`config.mk`:
```
export PLATFORM = sky130hd
export DESIGN_NAME = wishbone_arbiter
export DESIGN_NICKNAME = d
export VERILOG_FILES = /design/src/rtl/wb_arbiter_pkg.sv /design/src/rtl/rr_select.sv /design/src/rtl/wishbone_arbiter.sv
export SDC_FILE = /design/constraint.sdc
export NUM_CORES = 1
export LEC_CHECK = 0
export ABC_CLOCK_PERIOD_IN_PS = 4000
export CAP_MARGIN = 40
export CORE_ASPECT_RATIO = 0.5
export CORE_MARGIN = 1
export CORE_UTILIZATION = 31
export DETAILED_ROUTE_END_ITERATION = 10
export HOLD_SLACK_MARGIN = 0.02
export PLACE_DENSITY = 0.84
export SKIP_LAST_GASP = 1
export SYNTH_ARGS = -nofsm -noshare
export SYNTH_HDL_FRONTEND = slang
export SYNTH_HIERARCHICAL = 1
export SYNTH_SLANG_ARGS = --single-unit
```
`constraint.sdc`:
```
create_clock -name clk_i -period 4 [get_ports clk_i]
set_input_delay 1.2 -clock clk_i [delete_from_list [all_inputs] [get_ports clk_i]]
set_output_delay 1.2 -clock clk_i [all_outputs]
set_load 0.005 [all_outputs]
```
`src/rtl/wb_arbiter_pkg.sv`:
```
// rtl/wb_arbiter_pkg.sv - shared state encoding and defaults for the wishbone arbiter
package wb_arbiter_pkg;

  typedef enum logic [1:0] {
    IDLE  = 2'd0,
    GRANT = 2'd1,
    ABORT = 2'd2
  } arb_state_t;

  localparam int TIMEOUT_CYCLES_DEFAULT = 16;

  // One spare bit so the saturating counter can sit above the abort threshold.
  function automatic int cnt_width(input int cycles);
    return $clog2(cycles) + 1;
  endfunction

endpackage

```
`src/rtl/rr_select.sv`:
```
// rtl/rr_select.sv - two-way round-robin pick favouring the master not served last
module rr_select (
  input  logic [1:0] req,
  input  logic       last,
  output logic       valid,
  output logic       pick
);

  assign valid = |req;
  assign pick  = (&req) ? ~last : req[1];

endmodule

```
`src/rtl/wishbone_arbiter.sv`:
```
// rtl/wishbone_arbiter.sv - two-master wishbone arbiter with stalled-strobe abort
module wishbone_arbiter
  import wb_arbiter_pkg::*;
#(
  parameter int ADDRESS_WIDTH  = 16,
  parameter int DATA_WIDTH     = 8,
  parameter int DATA_BYTES     = 1,
  parameter int TIMEOUT_CYCLES = TIMEOUT_CYCLES_DEFAULT
) (
  input  logic                     clk_i,
  input  logic                     rst_i,
  input  logic [ADDRESS_WIDTH-1:0] m0_adr_i,
  input  logic [DATA_WIDTH-1:0]    m0_dat_i,
  output logic [DATA_WIDTH-1:0]    m0_dat_o,
  input  logic                     m0_we_i,
  input  logic                     m0_stb_i,
  input  logic                     m0_cyc_i,
  input  logic [DATA_BYTES-1:0]    m0_sel_i,
  input  logic [2:0]               m0_cti_i,
  output logic                     m0_ack_o,
  output logic                     m0_err_o,
  input  logic [ADDRESS_WIDTH-1:0] m1_adr_i,
  input  logic [DATA_WIDTH-1:0]    m1_dat_i,
  output logic [DATA_WIDTH-1:0]    m1_dat_o,
  input  logic                     m1_we_i,
  input  logic                     m1_stb_i,
  input  logic                     m1_cyc_i,
  input  logic [DATA_BYTES-1:0]    m1_sel_i,
  input  logic [2:0]               m1_cti_i,
  output logic                     m1_ack_o,
  output logic                     m1_err_o,
  output logic [ADDRESS_WIDTH-1:0] s_adr_o,
  output logic [DATA_WIDTH-1:0]    s_dat_o,
  output logic [DATA_BYTES-1:0]    s_sel_o,
  output logic [2:0]               s_cti_o,
  output logic                     s_we_o,
  output logic                     s_stb_o,
  output logic                     s_cyc_o,
  input  logic [DATA_WIDTH-1:0]    s_dat_i,
  input  logic                     s_ack_i
);

  localparam int            CW       = cnt_width(TIMEOUT_CYCLES);
  localparam logic [CW-1:0] CNT_LAST = CW'(TIMEOUT_CYCLES - 1);
  localparam logic [CW-1:0] CNT_MAX  = '1;

  arb_state_t    state_q, state_d;
  logic          grant_q, grant_d;
  logic          last_q, last_d;
  logic [CW-1:0] cnt_q, cnt_d;
  logic [1:0]    err_q, err_d;
  logic          req_valid, req_pick;
  logic          g_cyc, g_stb, in_grant, timeout;

  rr_select u_rr_select (
    .req   ({m1_cyc_i, m0_cyc_i}),
    .last  (last_q),
    .valid (req_valid),
    .pick  (req_pick)
  );

  assign g_cyc    = grant_q ? m1_cyc_i : m0_cyc_i;
  assign g_stb    = grant_q ? m1_stb_i : m0_stb_i;
  assign in_grant = (state_q == GRANT);
  // A late ack on the threshold cycle still completes the beat.
  assign timeout  = g_cyc & g_stb & ~s_ack_i & (cnt_q == CNT_LAST);

  assign s_adr_o  = grant_q ? m1_adr_i : m0_adr_i;
  assign s_dat_o  = grant_q ? m1_dat_i : m0_dat_i;
  assign s_sel_o  = grant_q ? m1_sel_i : m0_sel_i;
  assign s_cti_o  = grant_q ? m1_cti_i : m0_cti_i;
  assign s_we_o   = in_grant & (grant_q ? m1_we_i : m0_we_i);
  assign s_stb_o  = in_grant & g_stb;
  assign s_cyc_o  = in_grant & g_cyc;

  assign m0_ack_o = s_ack_i & m0_cyc_i & in_grant & ~grant_q;
  assign m1_ack_o = s_ack_i & m1_cyc_i & in_grant & grant_q;
  assign m0_dat_o = s_dat_i;
  assign m1_dat_o = s_dat_i;
  assign m0_err_o = err_q[0];
  assign m1_err_o = err_q[1];

  always_ff @(posedge clk_i) begin
    if (!rst_i) begin
      state_q <= IDLE;
      grant_q <= 1'b0;
      last_q  <= 1'b1;
      cnt_q   <= '0;
      err_q   <= '0;
    end else begin
      state_q <= state_d;
      grant_q <= grant_d;
      last_q  <= last_d;
      cnt_q   <= cnt_d;
      err_q   <= err_d;
    end
  end

  always_comb begin
    state_d = state_q;
    grant_d = grant_q;
    last_d  = last_q;
    cnt_d   = cnt_q;
    err_d   = '0;
    case (state_q)
      IDLE: begin
        if (req_valid) begin
          state_d = GRANT;
          grant_d = req_pick;
          cnt_d   = '0;
        end
      end
      GRANT: begin
        if (!g_cyc) begin
          state_d = IDLE;
          last_d  = grant_q;
        end else if (timeout) begin
          state_d        = ABORT;
          err_d[grant_q] = 1'b1;
        end else if (s_ack_i || !g_stb) begin
          cnt_d = '0;
        end else if (cnt_q != CNT_MAX) begin
          cnt_d = cnt_q + CW'(1);
        end
      end
      ABORT: begin
        if (!g_cyc) begin
          state_d = IDLE;
          last_d  = grant_q;
        end
      end
      default: state_d = IDLE;
    endcase
  end

endmodule

```
==> Word-level counts from Yosys, hierarchy flattened <==
Index checks and enable logic that the tools add are counted.
W data, S select, Z words.
{ "totals": {"wordCells": 68, "ff_bits": 11, "output_inout_bits": 51, "input_bits": 73} }
{ "classes": {"mux": 21, "n_lt_le_gt_ge": 2, "n_eq_ne": 10, "addsub": 1, "reduce_logical": 13, "bitwise_logic": 16} }
{ "ops": {"columns": ["operator", "n"], "rows": [
  ["$mux W5", 5],
  ["$mux W16", 1],
  ["$and A1 B1 Y1", 12],
  ["$pmux W5 S2", 1],
  ["$mux W2", 4],
  ["$mux W8", 1],
  ["$ne A2 B2 Y1 const B", 4],
  ["$mux W1", 6],
  ["$pmux W2 S3", 1],
  ["$reduce_and A2 Y1", 3],
  ["$add A5 B1 Y5 const B", 1],
  ["$eq A5 B4 Y1 const B", 1],
  ["$ne A5 B5 Y1 const B", 1],
  ["$reduce_and A5 Y1", 1],
  ["$not A1 Y1", 4],
  ["$reduce_and A4 Y1", 1],
  ["$reduce_or A2 Y1", 2],
  ["$mux W3", 1],
  ["$ne A3 B1 Y1 const B", 1],
  ["$ne A3 B2 Y1 const B", 1],
  ["$reduce_and A3 Y1", 1],
  ["$eq A2 B1 Y1 const B", 1],
  ["$eq A2 B2 Y1 const B", 1],
  ["$logic_not A2 Y1", 1],
  ["7 further kinds", 7]
]} }

==> Longest topological paths before layout <==
Gate-level depths: netlist of run 1.
{ "logic_depth": {"depth_word": 7, "mapped_depth": 7, "ltp_nobuf": 7} }

==> Modules after synthesis <==
Netlist of run 1, hierarchy kept.
{ "by_module_without_submodules": {"columns": ["module", "seq_area_each_um2", "area_each_um2", "cells_per_inst", "n_inst"], "rows": [
  ["wishbone_arbiter", 220.2, 1159.9, 130, 1],
  ["rr_select", 0.0, 13.8, 2, 1]
]} }

==> Least setup slack after synthesis of run 1 <==
No wires, ideal clock.
{ "synth_path": {"path_type": "input to output", "from": "input m1_stb_i", "to": "output s_stb_o", "cell_stages": 2, "t_required_ps": 2800, "path_buffers": 0, "arrival_ps": 1638, "path_slack_ps": 1162, "path_cell_list": "mux2_2 -> and2_1"} }
{ "synth_between": {"elab_chain_cells": 2} }
{ "synth_lines": {"columns": ["element", "line_no", "source"], "rows": [
  ["start, declared", "wishbone_arbiter.sv:26", "input logic m1_stb_i,"],
  ["$mux W1", "wishbone_arbiter.sv:63", "assign g_stb = grant_q ? m1_stb_i : m0_stb_i;"],
  ["$and A1 B1 Y1", "wishbone_arbiter.sv:73", "assign s_stb_o = in_grant & g_stb;"],
  ["end, declared", "wishbone_arbiter.sv:37", "output logic s_stb_o,"]
]} }
Every way passes these cells.

==> Final worst setup path of run 1 <==
{ "layout_path": {"from": "input m1_cyc_i", "to": "output s_cyc_o"} }
{ "layout_between": {"elab_chain_cells": 2} }
{ "layout_lines": {"columns": ["element", "line_no", "source"], "rows": [
  ["start, declared", "wishbone_arbiter.sv:27", "input logic m1_cyc_i,"],
  ["$mux W1", "wishbone_arbiter.sv:62", "assign g_cyc = grant_q ? m1_cyc_i : m0_cyc_i;"],
  ["$and A1 B1 Y1", "wishbone_arbiter.sv:74", "assign s_cyc_o = in_grant & g_cyc;"],
  ["end, declared", "wishbone_arbiter.sv:38", "output logic s_cyc_o,"]
]} }
Every way passes these cells.

==> results of run 1 <==
logic make-up after synthesis:
family          synth area share [%]
compound gates                 8.636
fa+ha+maj                      7.462
buf+inv                        14.71
flops                          18.76
mux                            34.01
simple gates                   16.42
final cells by class:
class | instances | area share (%)
Timing Repair Buffer | 101 | 47.19
Multi-Input combinational cell | 92 | 36.17
Tap cell | 51 | 2.957
Inverter | 8 | 1.391
Clock buffer | 4 | 2.087
Sequential cell | 11 | 10.20
flip-flops by register name (all words and copies together), names as in the netlist:
| name | flops |
|---|---|
| cnt_q | 5 |
| last_q | 1 |
| grant_q | 1 |
| err_q | 2 |
| state_q | 2 |
routing by layer:
layer | part of all wire [%] | vias up
li1 | - | 611
met1 | 39 | 591
met2 | 53 | 54
met3 | 6.1 | 10
met4 | 1.7 | 0
met5 | 0 | -
cells in the mapped netlist, drive strengths merged:
library cell  number  area, sq um
a211oi             2        15.01
a21boi             1        7.510
a21o               1        7.510
a21oi              4        20.02
a22o               2        17.52
a311o              1        10.01
and2               1        6.260
and3               1        6.260
buf               17        127.6
clkbuf             4        15.01
dfxtp             11        220.2
ha                 7        87.58
inv                8        30.03
mux2              31        349.1
mux2i              5        50.05
nand2              7        26.28
nand2b             2        12.51
nand3              2        10.01
nand3b             2        15.01
nand4b             1        8.760
nor2              11        41.29
nor2b              2        12.51
nor4               1        21.27
nor4b              1        8.760
o21ai              3        15.01
o311ai             1        8.760
or2                2        12.52
or3                1        11.26
path summary, 6_finish.rpt:
kind	to	cells after the start	slack [ps]	start
setup / recovery	s_cyc_o	4	220	m1_cyc_i
setup reg to reg	cnt_q[0]$_SDFFE_PN0P_	6	1680	grant_q$_SDFFE_PN0P_
hold reg to reg	state_q[1]$_SDFFE_PN0P_	2	480	state_q[1]$_SDFFE_PN0P_
hold / removal	state_q[1]$_SDFFE_PN0P_	2	480	state_q[1]$_SDFFE_PN0P_
cells in the final DEF, fill, tap and decap left out, types with 2 or more instances in the layout:
master / instances
clkbuf_8: 3
mux2_2: 31
a22o_1: 2
nor2_1: 11
clkdlybuf4s50_1: 99
a211oi_1: 2
nand2_1: 7
inv_1: 8
nor2b_1: 2
mux2i_1: 5
nand3b_1: 2
nand2b_1: 2
nand3_1: 2
a21oi_1: 4
dfxtp_1: 11
ha_1: 7
o21ai_0: 3
where the power goes:
part	switching (mW)	internal [mW]	total, mW
Sequential	0.0155	0.121	0.136
Clock	0.0422	0.0700	0.112
Combinational	0.116	0.211	0.328
through the flow:
stage	util, %	instance area (sq um)
after detailed placement	59.89	2113
after CTS	61.17	2158
after global routing	61.17	2158
final	61.17	2158
after floorplan	-	1174
after global placement	59.89	2113
worst min-delay path: stages, from the launching register on:
cell and delay (ps):
dfxtp_1 320, nand2_1 60, mux2i_1 50
==> results.toml, run 1 <==
[run_status]
status = "complete, no violations"

[final_layout]
register_area_sq_um = 220.2
nets = 297
diodes = 0
stdcell_count = 267
drive_gt1_share_pct = 18.06
area.growth.synth_to_final_pct = 83.90
nFillCells = 316
multi_input_area_sq_um = 780.7

[grt]
grt_util_met1_pct = 21.51
track_usage_pct = 19.13
grt_start_max_net_pins = 25
grt_busiest_layer = "met2"
overflow = 0
grt_pass1_vias = 1236
grt_pass1_wl_um = 5720
met3_usage_pct = 4.891
met2_usage_pct = 36.15
antenna_found_initial = 0

[clock_tree]
cts_resized = 0
cts_root_buffer = "clkbuf_8"
cts_buffer_depth = 2
htreeDepth = 1
cts_hold_buf = 0
clkTransAtPathRegs_ps = 50
cts_setup_buffers = 0
cts_tree = "built"
insertion_delay_ps = 240
clock-sinks = 11
cts_buffers = 3

[placement]
hpwl_um = 3139
post-place-ws_ps = 240.5
numPortBuffers = 99
post-place-cells = 263
gp_congestion = 0.7394

[detailed_routing]
ant_nets = 0
routed_wl_um = 3799
drc = 0
avgRoutedWirePerCell_um = 14.23
vias = 1266
avgViaCountPerCell = 4.742
firstDrtPassIters = 4
drtIter0Drc = 38

[worst_setup_path]
cp-start-kind = "input pin"
cp_max_fo = 6
crit_path_frequent_cell = "clkdlybuf4s50_1"
path_cells = "clkdlybuf4s50_1, mux2i_1, nor2_1, clkdlybuf4s50_1"
critPathRequiredTime_ps = 2800
crit_family = "buffers and inverters"
path_buf_inv = 2
slowest_delay_ps = 570
worst-setup-path-type = "in2out"
cp-end-kind = "output port"
worst_path_max_delay_cell = "clkdlybuf4s50_1"
cp.arrival_ps = 2580

[synth]
syn_area_per_cell_sq_um = 8.891
synth_nets = 212
yosys_warnings = 6
ys_seq_area_share_pct = 18.76
yosys_register_bits = 11
synth.distinct_cells = 29
syn_area_sq_mm = 0.001174
synthCells = 132

[floorplanning]
ioPinCount = 124
start_util_pct = 33.26
die_h_um = 45.51
num_rows = 15
die-area_sq_mm = 0.004051
die_w_um = 89.02
coreArea_sq_mm = 0.003528

[pwr]
power_leakage_nw = 0.8214
p_per_area_mw_per_mm2 = 267.0
vdd_drop_max_mv = 0.1182
finalPower_uw = 576.2

[timing]
finalHoldViolCount = 0
rsz0062_at_grt = "false"
finalSetupTns_ps = 0
fmax_ghz = 0.2647
hold_slack_ps = 477.6
finalClockSkew_ps = 2.699
worst_pin_slew_ps = 635.3
timing.final.crit_share_pct = 94.45
slew_headroom_pct = 57.59
period_minus_slack_ps = 3778
setup_violations = 0
timing.final.ws_setup_ps = 222.0
slew_viol_final = 0

[hold_path]
hold_path.class = "reg2reg"

[run]
drv_cap = 0
No activity file was read; power rests on OpenSTA's default activity.
==> inputs of run 2 (changes only) <==
- CORE_ASPECT_RATIO: 0.5 -> unset
==> results.toml, run 2 (synthesis results as in run 1) <==
[worst_setup_path]
path_cells = "clkdlybuf4s50_1, mux2i_1, nor2_1, clkdlybuf4s50_1"
r2r_cells = 6
slowest_delay_ps = 560
cp.arrival_ps = 2570
crit_family = "buffers and inverters"
path_buf_inv = 2
cp-end-kind = "output port"
critPathRequiredTime_ps = 2800
cp-start-kind = "input pin"
rr_endpoint = "cnt_q[0]$_SDFFE_PN0P_"
worst_path_max_delay_cell = "clkdlybuf4s50_1"
cp_max_fo = 6
r2r_start = "grant_q$_SDFFE_PN0P_"
worst-setup-path-type = "in2out"
crit_path_frequent_cell = "clkdlybuf4s50_1"
reg2reg_setup_slack_ps = 1870

[clock_tree]
insertion_delay_ps = 240
cts_tree = "built"
cts_resized = 0
cts_setup_buffers = 0
cts_buffers = 3
cts_root_buffer = "clkbuf_8"
cts_hold_buf = 0
cts_buffer_depth = 2
htreeDepth = 1
clkTransAtPathRegs_ps = 50
clock-sinks = 11

[final_layout]
reg.largest.list = "cnt_q (5), err_q (2), state_q (2)"
nets = 297
final_common_cell = "clkdlybuf4s50_1"
diodes = 0
area.growth.synth_to_final_pct = 82.30
final_util_pct = 61.69
drive_gt1_share_pct = 18.06
final_cell_mix = "clkdlybuf4s50_1, mux2_2, nor2_1, dfxtp_1, inv_1"
largest_register = "cnt_q"
nFillCells = 323
largest_reg_flops = 5

[timing]
slew_viol_final = 0
timing.final.crit_share_pct = 94.33
period_minus_slack_ps = 3773
fmax_ghz = 0.2650
slew_headroom_pct = 71.11
finalHoldViolCount = 0
rsz0062_at_grt = "false"
worst_pin_slew_ps = 426.7
finalSetupTns_ps = 0
setup_violations = 0
finalClockSkew_ps = 3.624

[grt]
grt_start_max_net_pins = 37
overflow = 0
grt_pass1_wl_um = 5306
grt_pass1_vias = 1250
antenna_found_initial = 0
track_usage_pct = 16.28

[floorplanning]
coreArea_sq_mm = 0.003468
die_h_um = 63.53
ioPinCount = 124
die-area_sq_mm = 0.004036
num_rows = 21
die_w_um = 63.53
start_util_pct = 33.84

[hold_path]
hold_path.class = "reg2reg"
hold_depth = 2
hold_end = "state_q[1]$_SDFFE_PN0P_"
hp-start = "state_q[1]$_SDFFE_PN0P_"

[detailed_routing]
avgRoutedWirePerCell_um = 12.49
avgViaCountPerCell = 4.714
vias = 1235
firstDrtPassIters = 4
routed_wl_um = 3272
drtIter0Drc = 24
ant_nets = 0
drc = 0

[pwr]
p_sw_uw = 167.2
power_frac_seq_pct = 22.6
power_leakage_nw = 0.8183
swShare_pct = 29.56
pwr-share-comb_pct = 57.4
clockPowerShare_pct = 20.0
p_per_area_mw_per_mm2 = 264.4
vdd_drop_max_mv = 0.1094
intPower_uw = 398.5

[placement]
numPortBuffers = 99
gp_congestion = 0.7712
hpwl_um = 2783

[run_status]
status = "complete, no violations"

[run]
drv_cap = 0
==> run 2: cell type report <==
class	instances	area, sq um	area share, %
repair buffers	101	1006	47.02
multi-input cells	92	780.7	36.49
flip-flops and latches	11	220.2	10.29
well taps	46	57.56	2.690
clock buffers	4	45.04	2.105
inverters	8	30.03	1.404
==> run 2: through the flow <==
stage                     worst slack [ps]  hold WS (ps)  cells  area [sq um]  total power, mW
after detailed placement             216.0         474.5    258          2095           0.4573
final                                226.7         477.9    262          2140           0.5657
after CTS                            202.7         482.5    262          2140           0.5746
after global routing                 99.21         521.6    262          2140           0.6051
after global placement               281.1         463.5    258          2095           0.4519
after floorplan                       1162         442.2    132          1174           0.2987
==> run 2: power by group through the flow <==
stage	Combinational, mW	Clock [mW]	Sequential (mW)
3_3_place_gp	0.322	0	0.130
2_1_floorplan	0.170	0	0.129
5_1_grt	0.352	0.123	0.130
6_report	0.325	0.113	0.128
3_5_place_dp	0.327	0	0.130
4_1_cts	0.329	0.118	0.128
==> run 2: worst max path at each step <==
| stage | startpoint | endpoint | slack [ps] | depth (start not counted) |
|---|---|---|---|---|
| 2_1_floorplan | m1_stb_i | s_stb_o | 1160 | 2 |
| 3_3_place_gp | m1_cyc_i | s_cyc_o | 280 | 4 |
| 3_5_place_dp | m1_cyc_i | s_cyc_o | 220 | 4 |
| 4_1_cts | m1_cyc_i | s_cyc_o | 200 | 4 |
| 5_1_grt | m1_cyc_i | s_cyc_o | 100 | 4 |
| 6_report | m1_cyc_i | s_cyc_o | 230 | 4 |
==> run 2: per-layer routing <==
layer  track usage, %  part of all wire [%]  up-vias
li1                 -                     -      612
met1            16.76                    36      558
met2            30.98                    54       65
met3            6.884                    10        0
met4            1.705                     0        0
met5                0                     0        -
==> run 2: worst reg2reg max path, stage by stage (launching register included) <==
cell,delay [ps]
dfxtp_1,300
buf_4,370
mux2i_1,190
buf_4,180
o311ai_1,410
o21ai_0,250
mux2_2,310
